### src/rtl/vscale_dmem_scheduler_pkg.sv
// -----------------------------------------------------------------------------
// vscale_dmem_scheduler_pkg
// Shared constants and types for the multicore dmem scheduler slice:
//   - default core count / index width and scheduler tuning defaults
//   - HASTI htrans encodings
//   - scheduler state encoding
//   - htrans_is_req(): NONSEQ or SEQ counts as an address-phase request
// No ports (package).
// -----------------------------------------------------------------------------
package vscale_dmem_scheduler_pkg;

  // Multicore defaults.
  localparam int NUM_CORES_DEFAULT      = 4;
  localparam int CORE_IDX_WIDTH_DEFAULT = 2;
  localparam int MAX_HOLD_DEFAULT       = 4;
  localparam int STARVE_LIMIT_DEFAULT   = 32;

  // HASTI bus constants.
  localparam int HASTI_TRANS_WIDTH = 2;
  localparam int WAIT_CNT_WIDTH    = 8;

  typedef enum logic [HASTI_TRANS_WIDTH-1:0] {
    HTRANS_IDLE   = 2'd0,
    HTRANS_BUSY   = 2'd1,
    HTRANS_NONSEQ = 2'd2,
    HTRANS_SEQ    = 2'd3
  } htrans_e;

  typedef enum logic [1:0] {
    SCHED_IDLE  = 2'd0,   // no owner active
    SCHED_GRANT = 2'd1,   // owner active, unlocked
    SCHED_LOCK  = 2'd2    // owner held by hmastlock
  } sched_state_e;

  function automatic logic htrans_is_req(input logic [HASTI_TRANS_WIDTH-1:0] t);
    return (t == HTRANS_NONSEQ) || (t == HTRANS_SEQ);
  endfunction

endpackage

### src/rtl/vscale_dmem_scheduler_if.sv
// -----------------------------------------------------------------------------
// vscale_dmem_scheduler_if
// Bundles the signals between the cores / shared dmem port and the scheduler.
//   core_htrans    : per-core dmem htrans, core i in [2i+1:2i]
//   core_hmastlock : per-core dmem hmastlock
//   dmem_hready    : hready of the arbitrated port (high = transfer boundary)
//   next_core      : owner select for the dmem arbiter
//   grant_valid    : current owner has an active request
//   locked         : owner is being held because of hmastlock
//   starve         : per-core starvation flag
// Modports: master = scheduler (drives the select), slave = core/bus side.
// -----------------------------------------------------------------------------
interface vscale_dmem_scheduler_if
  import vscale_dmem_scheduler_pkg::*;
#(
  parameter int NUM_CORES      = NUM_CORES_DEFAULT,
  parameter int CORE_IDX_WIDTH = CORE_IDX_WIDTH_DEFAULT
);
  logic [NUM_CORES*HASTI_TRANS_WIDTH-1:0] core_htrans;
  logic [NUM_CORES-1:0]                   core_hmastlock;
  logic                                   dmem_hready;
  logic [CORE_IDX_WIDTH-1:0]              next_core;
  logic                                   grant_valid;
  logic                                   locked;
  logic [NUM_CORES-1:0]                   starve;

  modport master (
    input  core_htrans, core_hmastlock, dmem_hready,
    output next_core, grant_valid, locked, starve
  );

  modport slave (
    output core_htrans, core_hmastlock, dmem_hready,
    input  next_core, grant_valid, locked, starve
  );
endinterface

### src/rtl/vscale_rr_pick.sv
// -----------------------------------------------------------------------------
// vscale_rr_pick
// Combinational rotating-priority picker: returns the first set bit of req
// found when scanning start, start+1, ... modulo N.
//   req   : request vector
//   start : first index examined (must be < N)
//   found : any request present
//   idx   : index of the chosen request (0 when none)
// -----------------------------------------------------------------------------
module vscale_rr_pick #(
  parameter int N = 4,
  parameter int W = 2
) (
  input  logic [N-1:0] req,
  input  logic [W-1:0] start,
  output logic         found,
  output logic [W-1:0] idx
);
  // One extra bit so start+offset can exceed N before the explicit wrap,
  // which keeps non-power-of-two core counts correct.
  logic [W:0] cand;

  // NOTE: every always_comb output gets a default first so no path leaves it
  // unassigned; that is what keeps synthesis from inferring a latch.
  always_comb begin
    found = 1'b0;
    idx   = '0;
    cand  = '0;
    for (int i = 0; i < N; i++) begin
      cand = {1'b0, start} + (W+1)'(i);
      if (cand >= (W+1)'(N)) cand = cand - (W+1)'(N);
      if (!found && req[cand[W-1:0]]) begin
        found = 1'b1;
        idx   = cand[W-1:0];
      end
    end
  end
endmodule

### src/rtl/vscale_dmem_scheduler.sv
// -----------------------------------------------------------------------------
// vscale_dmem_scheduler
// Round-robin owner select for the shared dmem arbiter. At every transfer
// boundary (dmem_hready=1) it keeps a locked owner, keeps an unlocked owner for
// up to MAX_HOLD consecutive grants, otherwise rotates to the next requester.
// Per-core wait counters raise starve[] once a core has waited STARVE_LIMIT
// cycles.
//   hclk, hresetn : clock, async active-low reset
//   bus (master)  : requests/locks/hready in; next_core, grant_valid,
//                   locked, starve out (all from flops)
// -----------------------------------------------------------------------------
module vscale_dmem_scheduler
  import vscale_dmem_scheduler_pkg::*;
#(
  parameter int NUM_CORES      = NUM_CORES_DEFAULT,
  parameter int CORE_IDX_WIDTH = CORE_IDX_WIDTH_DEFAULT,
  parameter int MAX_HOLD       = MAX_HOLD_DEFAULT,
  parameter int STARVE_LIMIT   = STARVE_LIMIT_DEFAULT
) (
  input logic                      hclk,
  input logic                      hresetn,
  vscale_dmem_scheduler_if.master  bus
);
  localparam int HOLD_WIDTH = (MAX_HOLD > 1) ? $clog2(MAX_HOLD) : 1;
  localparam logic [HOLD_WIDTH-1:0]     HOLD_LAST     = HOLD_WIDTH'(MAX_HOLD - 1);
  localparam logic [CORE_IDX_WIDTH-1:0] LAST_CORE     = CORE_IDX_WIDTH'(NUM_CORES - 1);
  localparam logic [WAIT_CNT_WIDTH-1:0] WAIT_MAX      = '1;
  localparam logic [WAIT_CNT_WIDTH-1:0] STARVE_THRESH = WAIT_CNT_WIDTH'(STARVE_LIMIT);

  logic [NUM_CORES-1:0]      req;
  sched_state_e              state_q, state_d;
  logic [CORE_IDX_WIDTH-1:0] owner_q, owner_d;
  logic [HOLD_WIDTH-1:0]     hold_q, hold_d;
  logic [WAIT_CNT_WIDTH-1:0] wait_q [NUM_CORES];
  logic [WAIT_CNT_WIDTH-1:0] wait_d [NUM_CORES];
  logic [NUM_CORES-1:0]      starve_q, starve_d;
  logic [CORE_IDX_WIDTH-1:0] search_start, pick_idx;
  logic                      pick_found;
  logic                      owner_req, owner_lock;

  always_comb begin
    req = '0;
    for (int i = 0; i < NUM_CORES; i++)
      req[i] = htrans_is_req(bus.core_htrans[HASTI_TRANS_WIDTH*i +: HASTI_TRANS_WIDTH]);
  end

  assign owner_req  = req[owner_q];
  assign owner_lock = bus.core_hmastlock[owner_q];

  // Rotation starts just past the owner, so the owner is examined last.
  assign search_start = (owner_q == LAST_CORE) ? '0 : owner_q + 1'b1;

  vscale_rr_pick #(
    .N (NUM_CORES),
    .W (CORE_IDX_WIDTH)
  ) u_pick (
    .req   (req),
    .start (search_start),
    .found (pick_found),
    .idx   (pick_idx)
  );

  // Ownership decision; everything is frozen between transfer boundaries.
  always_comb begin
    state_d = state_q;
    owner_d = owner_q;
    hold_d  = hold_q;
    if (bus.dmem_hready) begin
      if (owner_req && owner_lock) begin
        state_d = SCHED_LOCK;                 // locked sequences ignore the hold limit
      end else if (owner_req && (hold_q < HOLD_LAST)) begin
        state_d = SCHED_GRANT;
        hold_d  = hold_q + 1'b1;
      end else if (pick_found) begin
        state_d = SCHED_GRANT;                // may re-grant a lone owner
        owner_d = pick_idx;
        hold_d  = '0;
      end else begin
        state_d = SCHED_IDLE;                 // next_core parks on the last owner
      end
    end
  end

  // Wait counters run every cycle, including stalled ones.
  always_comb begin
    starve_d = '0;
    for (int i = 0; i < NUM_CORES; i++) begin
      wait_d[i] = wait_q[i];
      if (!req[i])
        wait_d[i] = '0;
      else if (bus.dmem_hready && (owner_d == CORE_IDX_WIDTH'(i)))
        wait_d[i] = '0;
      else if ((owner_q != CORE_IDX_WIDTH'(i)) && (wait_q[i] != WAIT_MAX))
        wait_d[i] = wait_q[i] + 1'b1;
      starve_d[i] = (wait_d[i] >= STARVE_THRESH);
    end
  end

  // NOTE: sequential state uses non-blocking assignments so every flop samples
  // the pre-edge values regardless of statement order.
  always_ff @(posedge hclk or negedge hresetn) begin
    if (!hresetn) begin
      state_q  <= SCHED_IDLE;
      owner_q  <= '0;
      hold_q   <= '0;
      starve_q <= '0;
      // NOTE: the wait-counter array is a handful of flops, not a RAM, so it
      // is reset along with the rest of the state.
      for (int i = 0; i < NUM_CORES; i++) wait_q[i] <= '0;
    end else begin
      state_q  <= state_d;
      owner_q  <= owner_d;
      hold_q   <= hold_d;
      starve_q <= starve_d;
      wait_q   <= wait_d;
    end
  end

  assign bus.next_core   = owner_q;
  assign bus.grant_valid = (state_q != SCHED_IDLE);
  assign bus.locked      = (state_q == SCHED_LOCK);
  assign bus.starve      = starve_q;

endmodule
### src/flat_wrapper.sv
// flat-port wrapper written by rule: the top's interface ports become plain ports
module vscale_dmem_scheduler_flat import vscale_dmem_scheduler_pkg::*;
#(
  parameter int NUM_CORES      = NUM_CORES_DEFAULT,
  parameter int CORE_IDX_WIDTH = CORE_IDX_WIDTH_DEFAULT,
  parameter int MAX_HOLD       = MAX_HOLD_DEFAULT,
  parameter int STARVE_LIMIT   = STARVE_LIMIT_DEFAULT
)
  (hclk, hresetn, bus_core_htrans, bus_core_hmastlock, bus_dmem_hready, bus_next_core, bus_grant_valid, bus_locked, bus_starve);
  vscale_dmem_scheduler_if #(.NUM_CORES(NUM_CORES), .CORE_IDX_WIDTH(CORE_IDX_WIDTH)) bus_i ();
  input logic hclk;
  input logic hresetn;
  input wire logic [$bits(bus_i.core_htrans)-1:0] bus_core_htrans;
  input wire logic [$bits(bus_i.core_hmastlock)-1:0] bus_core_hmastlock;
  input wire logic [$bits(bus_i.dmem_hready)-1:0] bus_dmem_hready;
  output wire logic [$bits(bus_i.next_core)-1:0] bus_next_core;
  output wire logic [$bits(bus_i.grant_valid)-1:0] bus_grant_valid;
  output wire logic [$bits(bus_i.locked)-1:0] bus_locked;
  output wire logic [$bits(bus_i.starve)-1:0] bus_starve;
  assign bus_i.core_htrans = bus_core_htrans;
  assign bus_i.core_hmastlock = bus_core_hmastlock;
  assign bus_i.dmem_hready = bus_dmem_hready;
  assign bus_next_core = bus_i.next_core;
  assign bus_grant_valid = bus_i.grant_valid;
  assign bus_locked = bus_i.locked;
  assign bus_starve = bus_i.starve;
  vscale_dmem_scheduler #(.NUM_CORES(NUM_CORES), .CORE_IDX_WIDTH(CORE_IDX_WIDTH), .MAX_HOLD(MAX_HOLD), .STARVE_LIMIT(STARVE_LIMIT)) u_core (.hclk(hclk), .hresetn(hresetn), .bus(bus_i));
endmodule
### config.mk
export PLATFORM = sky130hd
export DESIGN_NAME = vscale_dmem_scheduler_flat
export DESIGN_NICKNAME = d
export VERILOG_FILES = /design/src/rtl/vscale_dmem_scheduler_pkg.sv /design/src/rtl/vscale_dmem_scheduler_if.sv /design/src/rtl/vscale_rr_pick.sv /design/src/rtl/vscale_dmem_scheduler.sv /design/src/flat_wrapper.sv
export SDC_FILE = /design/constraint.sdc
export NUM_CORES = 1
export LEC_CHECK = 0
export ABC_AREA = 1
export CAP_MARGIN = 20
export CORE_MARGIN = 2
export CORE_UTILIZATION = 30
export DETAILED_ROUTE_END_ITERATION = 10
export DONT_BUFFER_PORTS = 1
export SLEW_MARGIN = 20
export SYNTH_ARGS = -nofsm -noshare
export SYNTH_HDL_FRONTEND = slang
export SYNTH_HIERARCHICAL = 1
export SYNTH_SLANG_ARGS = --single-unit
### constraint.sdc
create_clock -name hclk -period 3.2 [get_ports hclk]
set_input_delay 0.16 -clock hclk [delete_from_list [all_inputs] [get_ports hclk]]
set_output_delay 0.16 -clock hclk [all_outputs]
set_load 0.005 [all_outputs]
# Word-level counts from Yosys, hierarchy flattened
# Cells that the tools add are included.
[classes] add_sub_neg=13 n_lt_le_gt_ge=14 n_eq_ne=20 muxes=46 n_bitwise=1 n_reduce_logical=25
[op_table] op="$mux W8" count=12
[op_table] op="$mux W2" count=17
[op_table] op="$add A8 B1 Y8 const B" count=4
[op_table] op="$ge A8 B6 Y1 const B" count=4
[op_table] op="$ne A8 B8 Y1 const B" count=4
[op_table] op="$eq A2 B2 Y1 const B" count=12
[op_table] op="$lt A2 B3 Y1 const B" count=5
[op_table] op="$logic_and A1 B1 Y1" count=13
[op_table] op="$bmux W1 S2" count=6
[op_table] op="$mux W1" count=11
[op_table] op="$ge A3 B3 Y1 const B" count=3
[op_table] op="$sub A2 B1 Y2 const B" count=4
[op_table] op="$add A2 B2 Y3 const B" count=2
[op_table] op="$reduce_bool A2 Y1" count=3
[op_table] op="$add A2 B1 Y2 const B" count=2
[op_table] op="$logic_or A1 B1 Y1" count=4
[op_table] op="$ne A2 B2 Y1 const B" count=2
[op_table] op="$add A2 B1 Y3 const B" count=1
[op_table] op="$ge A2 B3 Y1 const B" count=1
[op_table] op="$logic_not A1 Y1" count=3
[op_table] op="$reduce_and A3 Y1" count=1
[op_table] op="$eq A2 B1 Y1 const B" count=1
[op_table] op="$logic_not A2 Y1" count=1
[op_table] op="$lt A2 B2 Y1 const B" count=1
[op_table] op="other kinds (2)" count=2
[totals] regBits=42

# Depth between registers and ports, before layout
# Gate-level depths: netlist (run 1).
[logic_depth] depth_word=25 depth_mapped=20 ltp_nobuf=19

# By module
# Netlist (run 1), hierarchy kept.
[by_module_without_submodules] module="vscale_dmem_scheduler" n_inst=1 cells_per_inst=353 area_per_inst_um2=2826.5
[by_module_without_submodules] module="vscale_rr_pick" n_inst=1 cells_per_inst=59 area_per_inst_um2=319.1

# Worst setup path before layout (run 1)
# Ideal clock, no wire load.
[synth_path] path_kind="register to register" start="register u_core.owner_q[1] (netlist: u_core/bus.next_core[1])" end="register u_core.starve_q[3] (netlist: u_core/bus.starve[3])" setup_time_ns=0.120 arrival_time_ns=2.362 setup_slack_ns=0.717 stages_incl_launch_ff=18 path_buffers=0 period_less_slack_ns=2.483 path_cell_list="dfrtp_1 inv_2 ha_1 inv_2 nand2_2 nand2_2 nand2_2 nand2_2 nor2_4 nand3b_1 nor2_1 a21oi_1 nand2_1 nand3_1 nand2_1 nand3_4 nand3_1 nand2_1"
[synth_between] elab_chain_len=25 word_cells_on_any_way=58 cone_classes="8 x add/sub; 5 x order compare; 3 x eq/ne; 32 x mux; 10 x reduce/logical"
[synth_rtl] item="start: declaration" line_no="vscale_dmem_scheduler.sv:32" source="logic [CORE_IDX_WIDTH-1:0] owner_q, owner_d;"
[synth_rtl] item="start signal: assignment" line_no="vscale_dmem_scheduler.sv:112" source="owner_q <= owner_d;"
[synth_rtl] item="$add A2 B1 Y2 or $eq A2 B2 Y1 (tied branches)" line_no="vscale_dmem_scheduler.sv:51" source="assign search_start = (owner_q == LAST_CORE) ? '0 : owner_q + 1'b1;"
[synth_rtl] item="$mux W2 (*)" line_no="vscale_dmem_scheduler.sv:51"
[synth_rtl] item="named net u_core.search_start[1]" line_no="vscale_dmem_scheduler.sv:37" source="logic [CORE_IDX_WIDTH-1:0] search_start, pick_idx;"
[synth_rtl] item="parallel branches: the longest is 13 deep, another holds $add A2 B1 Y3"
[synth_rtl] item="$mux W1 (*)" line_no="vscale_rr_pick.sv:32" source="if (!found && req[cand[W-1:0]]) begin"
[synth_rtl] item="named net u_core.pick_found" line_no="vscale_dmem_scheduler.sv:38" source="logic pick_found;"
[synth_rtl] item="$mux W2 (*)" line_no="vscale_dmem_scheduler.sv:74" source="end else if (pick_found) begin"
[synth_rtl] item="$mux W2 (*)" line_no="vscale_dmem_scheduler.sv:71" source="end else if (owner_req && (hold_q < HOLD_LAST)) begin"
[synth_rtl] item="$mux W2 (*)" line_no="vscale_dmem_scheduler.sv:69" source="if (owner_req && owner_lock) begin"
[synth_rtl] item="$mux W2 (*)" line_no="vscale_dmem_scheduler.sv:68" source="if (bus.dmem_hready) begin"
[synth_rtl] item="$eq A2 B2 Y1 (*)" line_no="vscale_dmem_scheduler.sv:91" source="else if (bus.dmem_hready && (owner_d == CORE_IDX_WIDTH'(i)))"
[synth_rtl] item="$logic_and A1 B1 Y1 (*)" line_no="vscale_dmem_scheduler.sv:91"
[synth_rtl] item="$mux W8 (*)" line_no="vscale_dmem_scheduler.sv:91"
[synth_rtl] item="$mux W8 (*)" line_no="vscale_dmem_scheduler.sv:89" source="if (!req[i])"
[synth_rtl] item="$ge A8 B6 Y1 (*)" line_no="vscale_dmem_scheduler.sv:95" source="starve_d[i] = (wait_d[i] >= STARVE_THRESH);"
[synth_rtl] item="named net u_core.starve_d[3]" line_no="vscale_dmem_scheduler.sv:36" source="logic [NUM_CORES-1:0] starve_q, starve_d;"
[synth_rtl] item="end signal: assignment" line_no="vscale_dmem_scheduler.sv:114" source="starve_q <= starve_d;"
[synth_rtl] item="end: declaration" line_no="vscale_dmem_scheduler.sv:36"
# Mark *: on every way through the listed nets, which the timed path passes. The select of a mux whose other input is x is not followed.
# A chain may end at the register's enable or synchronous reset.

# Worst setup path in the final report (run 1)
[layout_path] start="register u_core.owner_q[0] (netlist: u_core/bus.next_core[0])" end="register u_core.starve_q[3] (netlist: u_core/bus.starve[3])"
# Same word-level chain as after synthesis.

==> results.toml, run 1 <==
[outcome]
status = "complete, no violations"

[worst_setup_path]
end_kind = "flop"
cp_num_buf_inv = 1
worstPathMaxFanout = 10
rr_startpoint = "u_core/bus.next_core[0]"
cp-start-kind = "flop"
r2r_cells = 16
reg2reg_slack_ns = 0.42
crit_family = "simple AND/OR/NAND/NOR gates"
r2r-end = "u_core/bus.starve[3]"
worstPathCellList = "ha_1 > nor2_1 > buf_4 > nand2_2 > nand3_2 > nand2_4 > nor2_4 > nand3b_1 > nor2_1 > a21oi_1 > nand2_1 > nand3_1 > nand2_1 > nand3_4 > nand3_1 > nand2_1"
critPathKind = "flop to flop"
crit_arrival_ns = 2.97
cp_slowest_stage_delay_ns = 0.50
crit_slowest_cell = "dfrtp_1"
cp_common_cell = "nand2_1"
cp.required_ns = 3.38

[layout]
drive_gt1_share_pct = 19.2
n_antenna_cell = 0
final_nets = 444
mostFrequentLayoutCells = "nand2_1, inv_1, dfrtp_1"
mostFrequentLayoutCell = "nand2_1"
area_growth_pct = 9.90

[worst_hold_path]
min_path_type = "input pin to flop"
hold_end = "u_core/wait_q[15]"
min_path_cells = 2
hold_start = "bus_core_htrans[5]"

[power]
power.density_nw_per_um2 = 840
ir_drop_v = 0.000334
p_leak_uw = 0.00178

[timing]
max_slew_margin_pct = 69.9
fin_ws_ns = 0.418
max_freq_ghz = 0.359
slew_violations = 0
holdWs_ns = 0.0252
fin_setup_tns_ns = 0
tightest_slew_ns = 0.452
hold_viol = 0
rsz0062_at_grt = "false"
fin_crit_sh_pct = 86.9
finalClockSkew_ns = 0.00820
setup_viol = 0
min_period_ns = 2.78

[routing]
drc = 0
drt-pass1-iter-count = 4
drt_iter0_drc = 120
avgRoutedWirePerCell_um = 10.7
vias_per_cell = 4.50
ant_nets = 0
vias = 2506
routed_wl_um = 5960

[floorplan]
core.rowCount = 37
start_util_pct = 30.7
core_area_sq_um = 10200
die_area_sq_um = 11300
ios = 23
die_w_um = 106
chipHeight_um = 106

[place]
gp_congestion = 0.840
io_buffers = 0
dp.final_hpwl_um = 4480
dp_slack_ns = 0.293

[clock_tree]
postCtsSetupBuffers = 0
clockBufferDepth = 2
cts_tree = "yes"
cts_buffers = 5
cts.htree.levels = 2
clk_latency_ns = 0.29
clk_pin_slew_worst_paths_ns = 0.09
clock-sinks = 42
clockRootBuffer = "clkbuf_8"

[logic_synthesis]
syn-num-nets = 436
synthArstFlopShare_pct = 100
seq_area_frac_synth_pct = 33.4
synth_flop_cell = "dfrtp_1"
syn_inst = 412
synth_edf_count = 0
ys_seq_elements = 42
ys_types = 39
syn_area_sq_um = 3150
synth.avg_cell_area_sq_um = 7.63
synth_warnings = 6

[global_route]
grt_overflow = 0
grt_pass1_vias = 2402
grt_max_degree = 43
grtUsageTotal_pct = 11.4
grt_pass1_wl_um = 10700
antenna_found_initial = 0

[flow_run]
maxCapViolCount = 0
==> power by group <==
group	switching, uW	total (uW)	internal (uW)
clock network	186	360	174
logic	1200	1820	621
registers	105	720	615
total	1490	2900	1410
==> routing by layer <==
| layer | track usage, % | vias to the layer above | part of all wire (%) |
|---|---|---|---|
| li1 | - | 1304 | - |
| met1 | 14.4 | 1171 | 49 |
| met2 | 19.8 | 25 | 47 |
| met3 | 1.84 | 6 | 2.1 |
| met4 | 3.38 | 0 | 1.4 |
| met5 | 0 | - | 0 |
==> kinds of logic (layout without fill, tap and decap cells) <==
| group | Yosys count | after routing | share of synthesized area (%) |
|---|---|---|---|
| buffers and inverters | 78 | 87 | 10.2 |
| xor gates and xnor gates | 23 | 23 | 6.40 |
| DFF | 42 | 42 | 33.4 |
| and+or+nand+nor | 223 | 223 | 38.5 |
| adders and majority gates | 9 | 9 | 3.58 |
| muxes | 2 | 2 | 0.636 |
| AOI/OAI and AO/OA | 35 | 35 | 7.20 |
==> worst register-to-register path, stage by stage (launching register included) <==
cell      delay (ns)
dfrtp_1         0.50
ha_1            0.30
nor2_1          0.17
buf_4           0.22
nand2_2         0.08
nand3_2         0.10
nand2_4         0.07
nor2_4          0.14
nand3b_1        0.22
nor2_1          0.16
a21oi_1         0.05
nand2_1         0.08
nand3_1         0.13
nand2_1         0.13
nand3_4         0.13
nand3_1         0.13
nand2_1         0.06
==> registers in the layout, indices dropped and copies added (netlist names) <==
name and flops:
u_core/state_q 2, u_core/hold_q 2, u_core/bus.next_core 2, u_core/bus.starve 4, u_core/wait_q 32
==> worst max path at each step <==
stage / startpoint / end / slack, ns / depth (start not counted)
6_report: u_core/bus.next_core[0] / u_core/bus.starve[3] / 0.42 / 16
4_1_cts: u_core/bus.next_core[1] / u_core/bus.starve[3] / 0.28 / 17
5_1_grt: u_core/bus.next_core[0] / u_core/bus.starve[3] / 0.1 / 16
3_5_place_dp: u_core/bus.next_core[1] / u_core/bus.starve[3] / 0.29 / 17
2_1_floorplan: u_core/bus.next_core[1] / u_core/bus.starve[3] / 0.72 / 17
3_3_place_gp: u_core/bus.next_core[1] / u_core/bus.starve[3] / 0.34 / 17
==> synthesized netlist by cell type (3+ instances only) <==
library cell  number  share of area, %
inv_1             66               7.9
nand4_1            9               1.8
nand3_2            9               2.9
nor3_1             3              0.48
xor2_1            14               3.9
ha_1               9               3.6
o21a_1             3              0.72
nand3_1           32               5.1
inv_2              3              0.36
xnor2_1            9               2.5
nor2_4             3               1.1
nand2_1           95                11
nand2_4           13               4.7
o21ai_0            7               1.1
dfrtp_1           42                33
nand2_2           18               3.6
nor2_2            12               2.4
nor2_1            23               2.7
o21ai_1            3              0.48
a21oi_1           15               2.4
==> what timing repair did <==
item | in CTS | in global routing
hold buffers | 6 | 0
resized for setup | 0 | 1
endpoints found under the setup margin | 0 | 2
endpoints found under the hold margin | 52 | 0
==> metrics by stage <==
stage                     util [%]  power [uW]  instance area (sq um)  std cells
final                         33.8        2900                   3460        557
after global routing          33.8        3200                   3460        557
after CTS                     33.8        2940                   3460        557
after detailed placement      32.1        2540                   3280        543
after global placement        32.1        2510                   3280        543
after floorplan                  -        2260                   3150        412
==> final cells by class <==
type | count | area (sq um)
clock buffers | 6 | 82.6
clock inverters | 2 | 12.5
fillers | 1058 | 6770
inverters | 71 | 274
multi-input cells | 292 | 1770
flip-flops and latches | 42 | 1050
well taps | 136 | 170
repair buffers | 8 | 92.6
Note: power is estimated with default switching activity, not from simulation.
==> run 2: changes to the inputs <==
CORE_ASPECT_RATIO = 0.8   (was unset)
==> results.toml, run 2 (synthesis results as in run 1) <==
[layout]
final_nets = 446
mostFrequentLayoutCells = "nand2_1, inv_1, dfrtp_1"
design_area_sq_um = 3540
area_growth_pct = 12.6
fillers = 1104
drive_gt1_share_pct = 19.1
n_antenna_cell = 0
regMostFlops = "u_core/wait_q"
mostFrequentLayoutCell = "nand2_1"
largest_reg_flops = 32
stdcell_count = 563

[place]
place_area_sq_um = 3300
gp_congestion = 0.846
dp.final_hpwl_um = 4740
dp_cells = 549
io_buffers = 0

[routing]
drt-pass1-iter-count = 4
avgRoutedWirePerCell_um = 11.5
vias = 2514
vias_per_cell = 4.47
ant_nets = 0
drt_iter0_drc = 189
routed_wl_um = 6480
drc = 0

[power]
clkPwrFrac_pct = 18.0
power.density_nw_per_um2 = 902
seqPwrFrac_pct = 22.2
internal_power_uw = 1630
netSwitchingPower_uw = 1560
p_leak_uw = 0.00182
ir_drop_v = 0.000341
combinationalPowerShare_pct = 59.7
swShare_pct = 48.9
finalPower_uw = 3190

[timing]
rsz0062_at_grt = "false"
finalClockSkew_ns = 0.00671
max_slew_margin_pct = 70.1
fin_setup_tns_ns = 0
hold_viol = 0
tightest_slew_ns = 0.448
slew_violations = 0
setup_viol = 0
fin_crit_sh_pct = 92.8
max_freq_ghz = 0.337
min_period_ns = 2.97
holdWs_ns = 0.00663

[floorplan]
chipHeight_um = 95.6
die_w_um = 118
start_util_pct = 30.7
core.rowCount = 33
die_area_sq_um = 11300
ios = 23
core_area_sq_um = 10200

[clock_tree]
cts-resized-gates = 0
clock-sinks = 42
clockBufferDepth = 2
clk_pin_slew_worst_paths_ns = 0.06
cts.htree.levels = 2
clockRootBuffer = "clkbuf_16"
clk_latency_ns = 0.28
cts_buffers = 5
cts_tree = "yes"

[global_route]
grtUsageTotal_pct = 12.3
grt_pass1_vias = 2345
grt_overflow = 0
grt_max_degree = 43
grt_pass1_wl_um = 11200
antenna_found_initial = 0

[worst_setup_path]
worstPathMaxFanout = 9
crit_slowest_cell = "dfrtp_1"
cp.required_ns = 3.36
crit_arrival_ns = 3.13
cp-start-kind = "flop"
worstPathCellList = "ha_1 > nor2_1 > buf_4 > nand2_2 > nand3_2 > nand2_4 > nor2_4 > nand3b_1 > nor2_1 > a21oi_1 > nand2_1 > nand3_1 > nand2_1 > nand3_4 > nand3_1 > nand2_1"
cp_common_cell = "nand2_1"
cp_slowest_stage_delay_ns = 0.53
end_kind = "flop"
critPathKind = "flop to flop"

[worst_hold_path]
min_path_type = "input pin to flop"

[outcome]
status = "complete, no violations"

[flow_run]
maxCapViolCount = 0
-- run 2: critical path: cells and delay by family, from the launching register on --
family / cells / cell delay (ns)
buffers and inverters: 1 / 0.20
adder cells (fa/ha/maj): 1 / 0.31
AND/OR/NAND/NOR: 13 / 1.74
AO/OA/AOI/OAI: 1 / 0.05
flip-flops: 1 / 0.53
-- run 2: cell type report --
| class | count | area, sq um | area share, % |
|---|---|---|---|
| Multi-Input combinational cell | 292 | 1770 | 50.1 |
| Sequential cell | 42 | 1050 | 29.7 |
| Inverter | 71 | 274 | 7.74 |
| Tap cell | 140 | 175 | 4.95 |
| Clock buffer | 7 | 133 | 3.75 |
| Timing Repair Buffer | 10 | 105 | 2.97 |
| Clock inverter | 1 | 30.0 | 0.848 |
-- run 2: stage by stage --
step | util, % | setup slack (ns)
6_report | 34.6 | 0.229
5_1_grt | 34.6 | 0.0199
4_1_cts | 34.5 | 0.185
3_5_place_dp | 32.3 | 0.218
3_3_place_gp | 32.3 | 0.331
2_1_floorplan | - | 0.717
-- run 2: metal layers --
metal  routed length (um)  GRT usage, %  vias up
met2                 2840          19.7       36
met1                 3340          16.5     1163
li1                     -             -     1308
met4                   87          4.17        0
met5                    0             0        -
met3                  212          2.57        7
-- run 2: path summary, 6_finish.rpt --
path                                        endpoint  slack [ns]                     from  cells past startpoint
worst max-delay path            u_core/bus.starve[3]        0.23  u_core/bus.next_core[0]                     16
worst min-delay path               u_core/wait_q[10]       0.007       bus_core_htrans[5]                      2
worst max register to register  u_core/bus.starve[3]        0.23  u_core/bus.next_core[0]                     16
worst min register to register     u_core/state_q[1]        0.48        u_core/state_q[1]                      1
max in group asynchronous          u_core/wait_q[22]        2.62                  hresetn                      2
min in group asynchronous           u_core/wait_q[5]        0.37                  hresetn                      2
-- run 2: what timing repair did --
item,in CTS,in global routing
hold endpoints to repair,45,0
buffers inserted,0,1
setup endpoints to repair,0,1
hold buffers,5,0
-- run 2: power groups by stage --
| stage | logic (uW) | registers (uW) | clock network (uW) |
|---|---|---|---|
| after floorplan | 1570 | 696 | 0 |
| final | 1910 | 710 | 575 |
| after global routing | 2130 | 727 | 615 |
| after detailed placement | 1870 | 720 | 0 |
| after CTS | 1900 | 710 | 596 |
| after global placement | 1820 | 715 | 0 |
